[src/rtl/dac_btn_sequencer.sv]
// dac_btn_sequencer: button-driven level control and SPI frame sequencing for the LTC2624 DAC
//
// Ports:
//   CLK50MHZ  in   system clock, 50 MHz
//   RST       in   asynchronous reset, active-high
//   BTN_WEST  in   raw button, rising edge decrements level by STEP (saturating at 0)
//   BTN_EAST  in   raw button, rising edge increments level by STEP (saturating at 4095)
//   SPI_MOSI  out  serial data to the DAC, MSB first, changes on SCK falling edge
//   SPI_SCK   out  serial clock, idles low, half-period CLK_DIV clocks
//   DAC_CS    out  DAC chip select, active-low
//   DAC_CLR   out  DAC clear, active-low; released on the first clock after reset
//   busy      out  high from LOAD through GAP of a frame
//   level     out  current committed 12-bit DAC code
//
// Optional feature: define DAC_MIDSCALE_ON_BOTH_EN so that simultaneous WEST and
// EAST events load mid-scale (12'h800) and queue a frame; otherwise they are ignored.
module dac_btn_sequencer #(
    parameter int          STEP       = 16,
    parameter int          CLK_DIV    = 2,
    parameter logic [3:0]  DAC_CMD    = 4'h3,
    parameter logic [3:0]  DAC_ADDR   = 4'hF,
    parameter logic [11:0] INIT_LEVEL = 12'h800
) (
    input  logic        CLK50MHZ,
    input  logic        RST,
    input  logic        BTN_WEST,
    input  logic        BTN_EAST,
    output logic        SPI_MOSI,
    output logic        SPI_SCK,
    output logic        DAC_CS,
    output logic        DAC_CLR,
    output logic        busy,
    output logic [11:0] level
);
    typedef enum logic [1:0] {IDLE, LOAD, SHIFT, GAP} state_t;

    localparam int             CW       = $clog2(2 * CLK_DIV + 1);
    localparam logic [CW-1:0]  BIT_LAST = CW'(2 * CLK_DIV - 1);
    localparam logic [CW-1:0]  GAP_LAST = CW'(CLK_DIV - 1);
    localparam logic [CW-1:0]  SCK_HI   = CW'(CLK_DIV);

    state_t        state, state_n;
    logic [CW-1:0] cnt, cnt_n;
    logic [4:0]    bit_idx, bit_n;
    logic [31:0]   sr, sr_n;
    logic          pending, load;
    // [0],[1] form the synchronizer, [2] holds the previous synced value for edge detection
    logic [2:0]    w_sync, e_sync;
    logic          ev_w, ev_e, accept;
    logic [12:0]   up_sum;
    logic [11:0]   level_up, level_dn, level_n;

    assign ev_w     = w_sync[1] & ~w_sync[2];
    assign ev_e     = e_sync[1] & ~e_sync[2];
    assign up_sum   = {1'b0, level} + 13'(STEP);
    assign level_up = (up_sum > 13'd4095) ? 12'hFFF : up_sum[11:0];
    assign level_dn = ({1'b0, level} < 13'(STEP)) ? 12'h000 : level - 12'(STEP);

    always_comb begin
`ifdef DAC_MIDSCALE_ON_BOTH_EN
        accept  = ev_w | ev_e;
        level_n = (ev_w & ev_e) ? 12'h800 : ev_e ? level_up : ev_w ? level_dn : level;
`else
        accept  = ev_w ^ ev_e;
        level_n = !accept ? level : ev_e ? level_up : level_dn;
`endif
    end

    always_comb begin
        state_n = state;
        cnt_n   = cnt;
        bit_n   = bit_idx;
        sr_n    = sr;
        load    = 1'b0;
        case (state)
            IDLE: begin
                // The frame is captured on entry to LOAD so its data is stable for the whole frame
                if (pending && DAC_CLR) begin
                    state_n = LOAD;
                    load    = 1'b1;
                    sr_n    = {8'h00, DAC_CMD, DAC_ADDR, level, 4'h0};
                    cnt_n   = '0;
                    bit_n   = '0;
                end
            end
            LOAD: state_n = SHIFT;
            SHIFT: begin
                if (cnt == BIT_LAST) begin
                    cnt_n = '0;
                    if (bit_idx == 5'd31) begin
                        state_n = GAP;
                    end else begin
                        bit_n = bit_idx + 5'd1;
                        sr_n  = {sr[30:0], 1'b0};
                    end
                end else begin
                    cnt_n = cnt + 1'b1;
                end
            end
            GAP: begin
                if (cnt == GAP_LAST) begin
                    state_n = IDLE;
                    cnt_n   = '0;
                end else begin
                    cnt_n = cnt + 1'b1;
                end
            end
            default: state_n = IDLE;
        endcase
    end

    // Bus outputs are registered from next-state values so the pins are glitch-free
    always_ff @(posedge CLK50MHZ or posedge RST) begin
        if (RST) begin
            state    <= IDLE;
            cnt      <= '0;
            bit_idx  <= '0;
            sr       <= '0;
            pending  <= 1'b1;
            level    <= INIT_LEVEL;
            DAC_CLR  <= 1'b0;
            w_sync   <= '0;
            e_sync   <= '0;
            SPI_MOSI <= 1'b0;
            SPI_SCK  <= 1'b0;
            DAC_CS   <= 1'b1;
            busy     <= 1'b0;
        end else begin
            state    <= state_n;
            cnt      <= cnt_n;
            bit_idx  <= bit_n;
            sr       <= sr_n;
            // An event in the capture cycle re-arms pending so its new level gets its own frame
            pending  <= accept | (pending & ~load);
            level    <= level_n;
            DAC_CLR  <= 1'b1;
            w_sync   <= {w_sync[1:0], BTN_WEST};
            e_sync   <= {e_sync[1:0], BTN_EAST};
            SPI_MOSI <= (state_n == LOAD || state_n == SHIFT) & sr_n[31];
            SPI_SCK  <= (state_n == SHIFT) && (cnt_n >= SCK_HI);
            DAC_CS   <= !(state_n == LOAD || state_n == SHIFT);
            busy     <= state_n != IDLE;
        end
    end
endmodule

[config.mk]
export PLATFORM = sky130hd
export DESIGN_NAME = dac_btn_sequencer
export DESIGN_NICKNAME = d
export VERILOG_FILES = /design/src/rtl/dac_btn_sequencer.sv
export SDC_FILE = /design/constraint.sdc
export NUM_CORES = 1
export LEC_CHECK = 0
export CAP_MARGIN = 20
export CORE_MARGIN = 2
export CORE_UTILIZATION = 40
export DETAILED_ROUTE_END_ITERATION = 16
export GPL_TIMING_DRIVEN = 0
export PLACE_DENSITY_LB_ADDON = 0.12
export RECOVER_POWER = 25
export SETUP_SLACK_MARGIN = 0.2
export SYNTH_ARGS = -nofsm -noshare
export SYNTH_HDL_FRONTEND = slang
export SYNTH_SLANG_ARGS = --single-unit
[constraint.sdc]
create_clock -name CLK50MHZ -period 2.6 [get_ports CLK50MHZ]
set_clock_uncertainty 0.2 [all_clocks]
set_input_delay 0.65 -clock CLK50MHZ [delete_from_list [all_inputs] [get_ports CLK50MHZ]]
set_output_delay 0.65 -clock CLK50MHZ [all_outputs]
set_load 0.01 [all_outputs]
==> flow_metrics.tcl, run 1 <==
set metrics [dict create \
    status "finished clean" \
    place_hpwl_um 3980 \
    fin_total_pwr_mw 3.55 \
    setup_viol 0 \
    antenna_found_initial 0 \
    synth_area_per_cell_um2 10.8 \
    worst_setup_path_end_kind "primary output" \
    die_area_um2 8010 \
    die_w_um 89.5 \
    slowest_stage "clkdlybuf4s50_1" \
    clock-root-buffer "clkbuf_8" \
    worstPathRequired_ns 1.75 \
    start_kind "register" \
    n_antenna_cell 0 \
    critical_path_arrival_ns 1.43 \
    synth_top_area_frac 0.505 \
    max_freq_mhz 438 \
    period_needed_ns 2.28 \
    coreArea_um2 7180 \
    io_pins 21 \
    port_buffers 20 \
    ys_async_sr_fraction 1.00 \
    powerDensity_nw_per_um2 1030 \
    numCtsBuffers 9 \
    period_share 0.878 \
    die_h_um 89.5 \
    grt_pass1_vias 1959 \
    synth_edf_count 0 \
    synthCells 270 \
    drc 0 \
    path_delay_family "buffers and inverters" \
    synth_commonest_cells "59 x dfrtp_1, 38 x nand2_1, 16 x nand3_1" \
    grt_max_degree 43 \
    critical_path.max_stage_delay_ns 0.59 \
    track_usage 0.161 \
    critPathBufInv 1 \
    cts.path.max_buffers 2 \
    rsz0062_at_grt "false" \
    worstPathMaxFanout 9 \
    vias 2100 \
    wirelength_um 5740 \
    cts_tree "yes" \
    rows 31 \
    dr.pass1.iters 4 \
    syn_area_um2 2920 \
    r2r_slack_ns 0.35 \
    fin_area_um2 3460 \
    yosys_warnings 0 \
    worst_pin_slew_ns 0.848 \
    cap_viol_max_count 0 \
    clk_pin_slew_ns 0.07 \
    avgRoutedWirePerCell_um 14.0 \
    drt_iter0_markers 162 \
    ys.flop_type "dfrtp_1" \
    synthDistinctLibCells 59 \
    path_class "reg -> out" \
    fin_nets 320 \
    area_growth_pct 18.5 \
    drive_gt1_frac 0.177 \
    p_leak_nw 1.59 \
    holdWs_ns 0.157 \
    worst_slack_ns 0.316 \
    yosysSeqAreaShare 0.532 \
    relSlewSlack 0.434 \
    hp-class "reg -> reg" \
    ys_seq_elements 62 \
    clock-sinks 62 \
    ir_drop_uv 320 \
    gr-total-overflow 0 \
    layout.cells.non_filler 409 \
    ys_top_cells_by_area "dfrtp_1 51%, nand2_1 4.9%, ha_1 4.7%, a22o_1 3.9%, nand3_1 2.7%" \
    hold_viol 0 \
    dpl_worst_slack_ns 0.261 \
    h-tree-depth 3 \
    placedCellCount 390 \
    synth.most_common_cell "dfrtp_1" \
    start_util 0.407 \
    gp_congestion 0.835 \
    clk_latency_ns 0.33 \
    synth_largest_area_cell "dfrtp_1" \
    drv_slew 0 \
    grt_pass1_wl_um 9680 \
    synthesis.nets 285 \
    crit_chain "clkdlybuf4s50_1" \
    placed_area_um2 3270 \
    routed_via_density 5.13 \
    antenna_left 0 \
]
==> sequential cells by signal, indices dropped and copies added, names as in the netlist <==
signal / cells
busy: 1
w_sync: 3
e_sync: 3
sr: 31
pending: 1
cnt: 3
SPI_SCK: 1
SPI_MOSI: 1
DAC_CLR: 1
level: 9
DAC_CS: 1
state: 2
bit_idx: 5
==> per-stage QoR <==
step | TNS (ns) | utilization
after detailed placement | 0 | 0.455
after floorplan | 0 | -
after global placement | -59.16 | 0.452
after global routing | 0 | 0.483
final | 0 | 0.483
after CTS | 0 | 0.481
==> layer usage <==
metal  vias up  track usage  share of wire
li1       1037            -              -
met1      1014        0.246           0.51
met2        40        0.217           0.44
met3         9       0.0332          0.036
met4         0       0.0692          0.015
met5         -            0              0
==> power breakdown <==
group	total [mW]	switching, mW	internal [mW]	leakage, nW
combinational	1.37	0.762	0.610	0.721
clock	0.736	0.389	0.346	0.0816
sequential	1.44	0.192	1.25	0.784
total	3.55	1.34	2.21	1.59
==> layout by cell type, fill, tap and decap left out, types with 3 or more instances in the layout <==
master,netlist,layout
a221o_1,7,7
buf_4,4,7
nor3_1,4,4
clkinvlp_4,0,3
dlygate4sd3_1,0,3
ha_1,11,11
a22o_1,13,13
nand2_1,38,38
a22oi_1,6,6
a21oi_1,3,3
xor2_1,3,3
buf_2,9,9
clkdlybuf4s50_1,0,17
o21ai_0,11,11
nand3_1,16,16
o31ai_1,3,3
inv_1,13,13
dfrtp_1,59,59
nor2_1,12,12
nand4_1,3,3
clkbuf_8,1,10
dfstp_2,3,3
==> cell families (layout without fill, tap and decap cells) <==
group / after synthesis / after routing / share of synthesized area
xor gates and xnor gates: 5 / 5 / 0.0176
other: 1 / 1 / 0.00128
and+or+nand+nor: 98 / 98 / 0.176
buffers and inverters: 29 / 69 / 0.0522
adders and majority gates: 11 / 11 / 0.0471
DFF: 62 / 62 / 0.532
muxes: 2 / 2 / 0.00728
AOI/OAI and AO/OA: 62 / 62 / 0.166
==> layout make-up <==
cell class	count	area (um2)
Fill cell	685	3710
Tap cell	99	124
Buffer	16	104
Inverter	13	48.8
Sequential cell	62	1560
Multi-Input combinational cell	179	1210
Timing Repair Buffer	24	243
Clock inverter	7	50.0
Clock buffer	9	124
==> worst paths after layout <==
path	start	to	depth (start not counted)
setup reg to reg	bit_idx[0]	SPI_MOSI	7
setup / recovery	level[4]	level[4]	1
hold reg to reg	e_sync[0]	e_sync[1]	0
hold / removal	e_sync[0]	e_sync[1]	0
min in group asynchronous	RST	level[10]	2
max in group asynchronous	RST	pending	3
==> repair_timing <==
action	in CTS	in global routing
hold buffers	0	0
gates resized for setup	0	0
cloned	0	0
endpoints found under the hold margin	0	0
buffers inserted	1	2
pin swaps	0	1
setup endpoints to repair	1	21
No activity file was read; power rests on OpenSTA's default activity.
==> run 2: changes to the inputs <==
--- a/config.mk
+++ b/config.mk
@@ -5,11 +5,11 @@
 export SDC_FILE = /design/constraint.sdc
 export NUM_CORES = 1
 export LEC_CHECK = 0
-export CAP_MARGIN = 20
 export CORE_MARGIN = 2
 export CORE_UTILIZATION = 40
 export DETAILED_ROUTE_END_ITERATION = 16
 export GPL_TIMING_DRIVEN = 0
+export HOLD_SLACK_MARGIN = 0.06
 export PLACE_DENSITY_LB_ADDON = 0.12
 export RECOVER_POWER = 25
 export SETUP_SLACK_MARGIN = 0.2
==> results of run 2 <==
No change in the layout: final DEF, timing and power equal those of run 1.
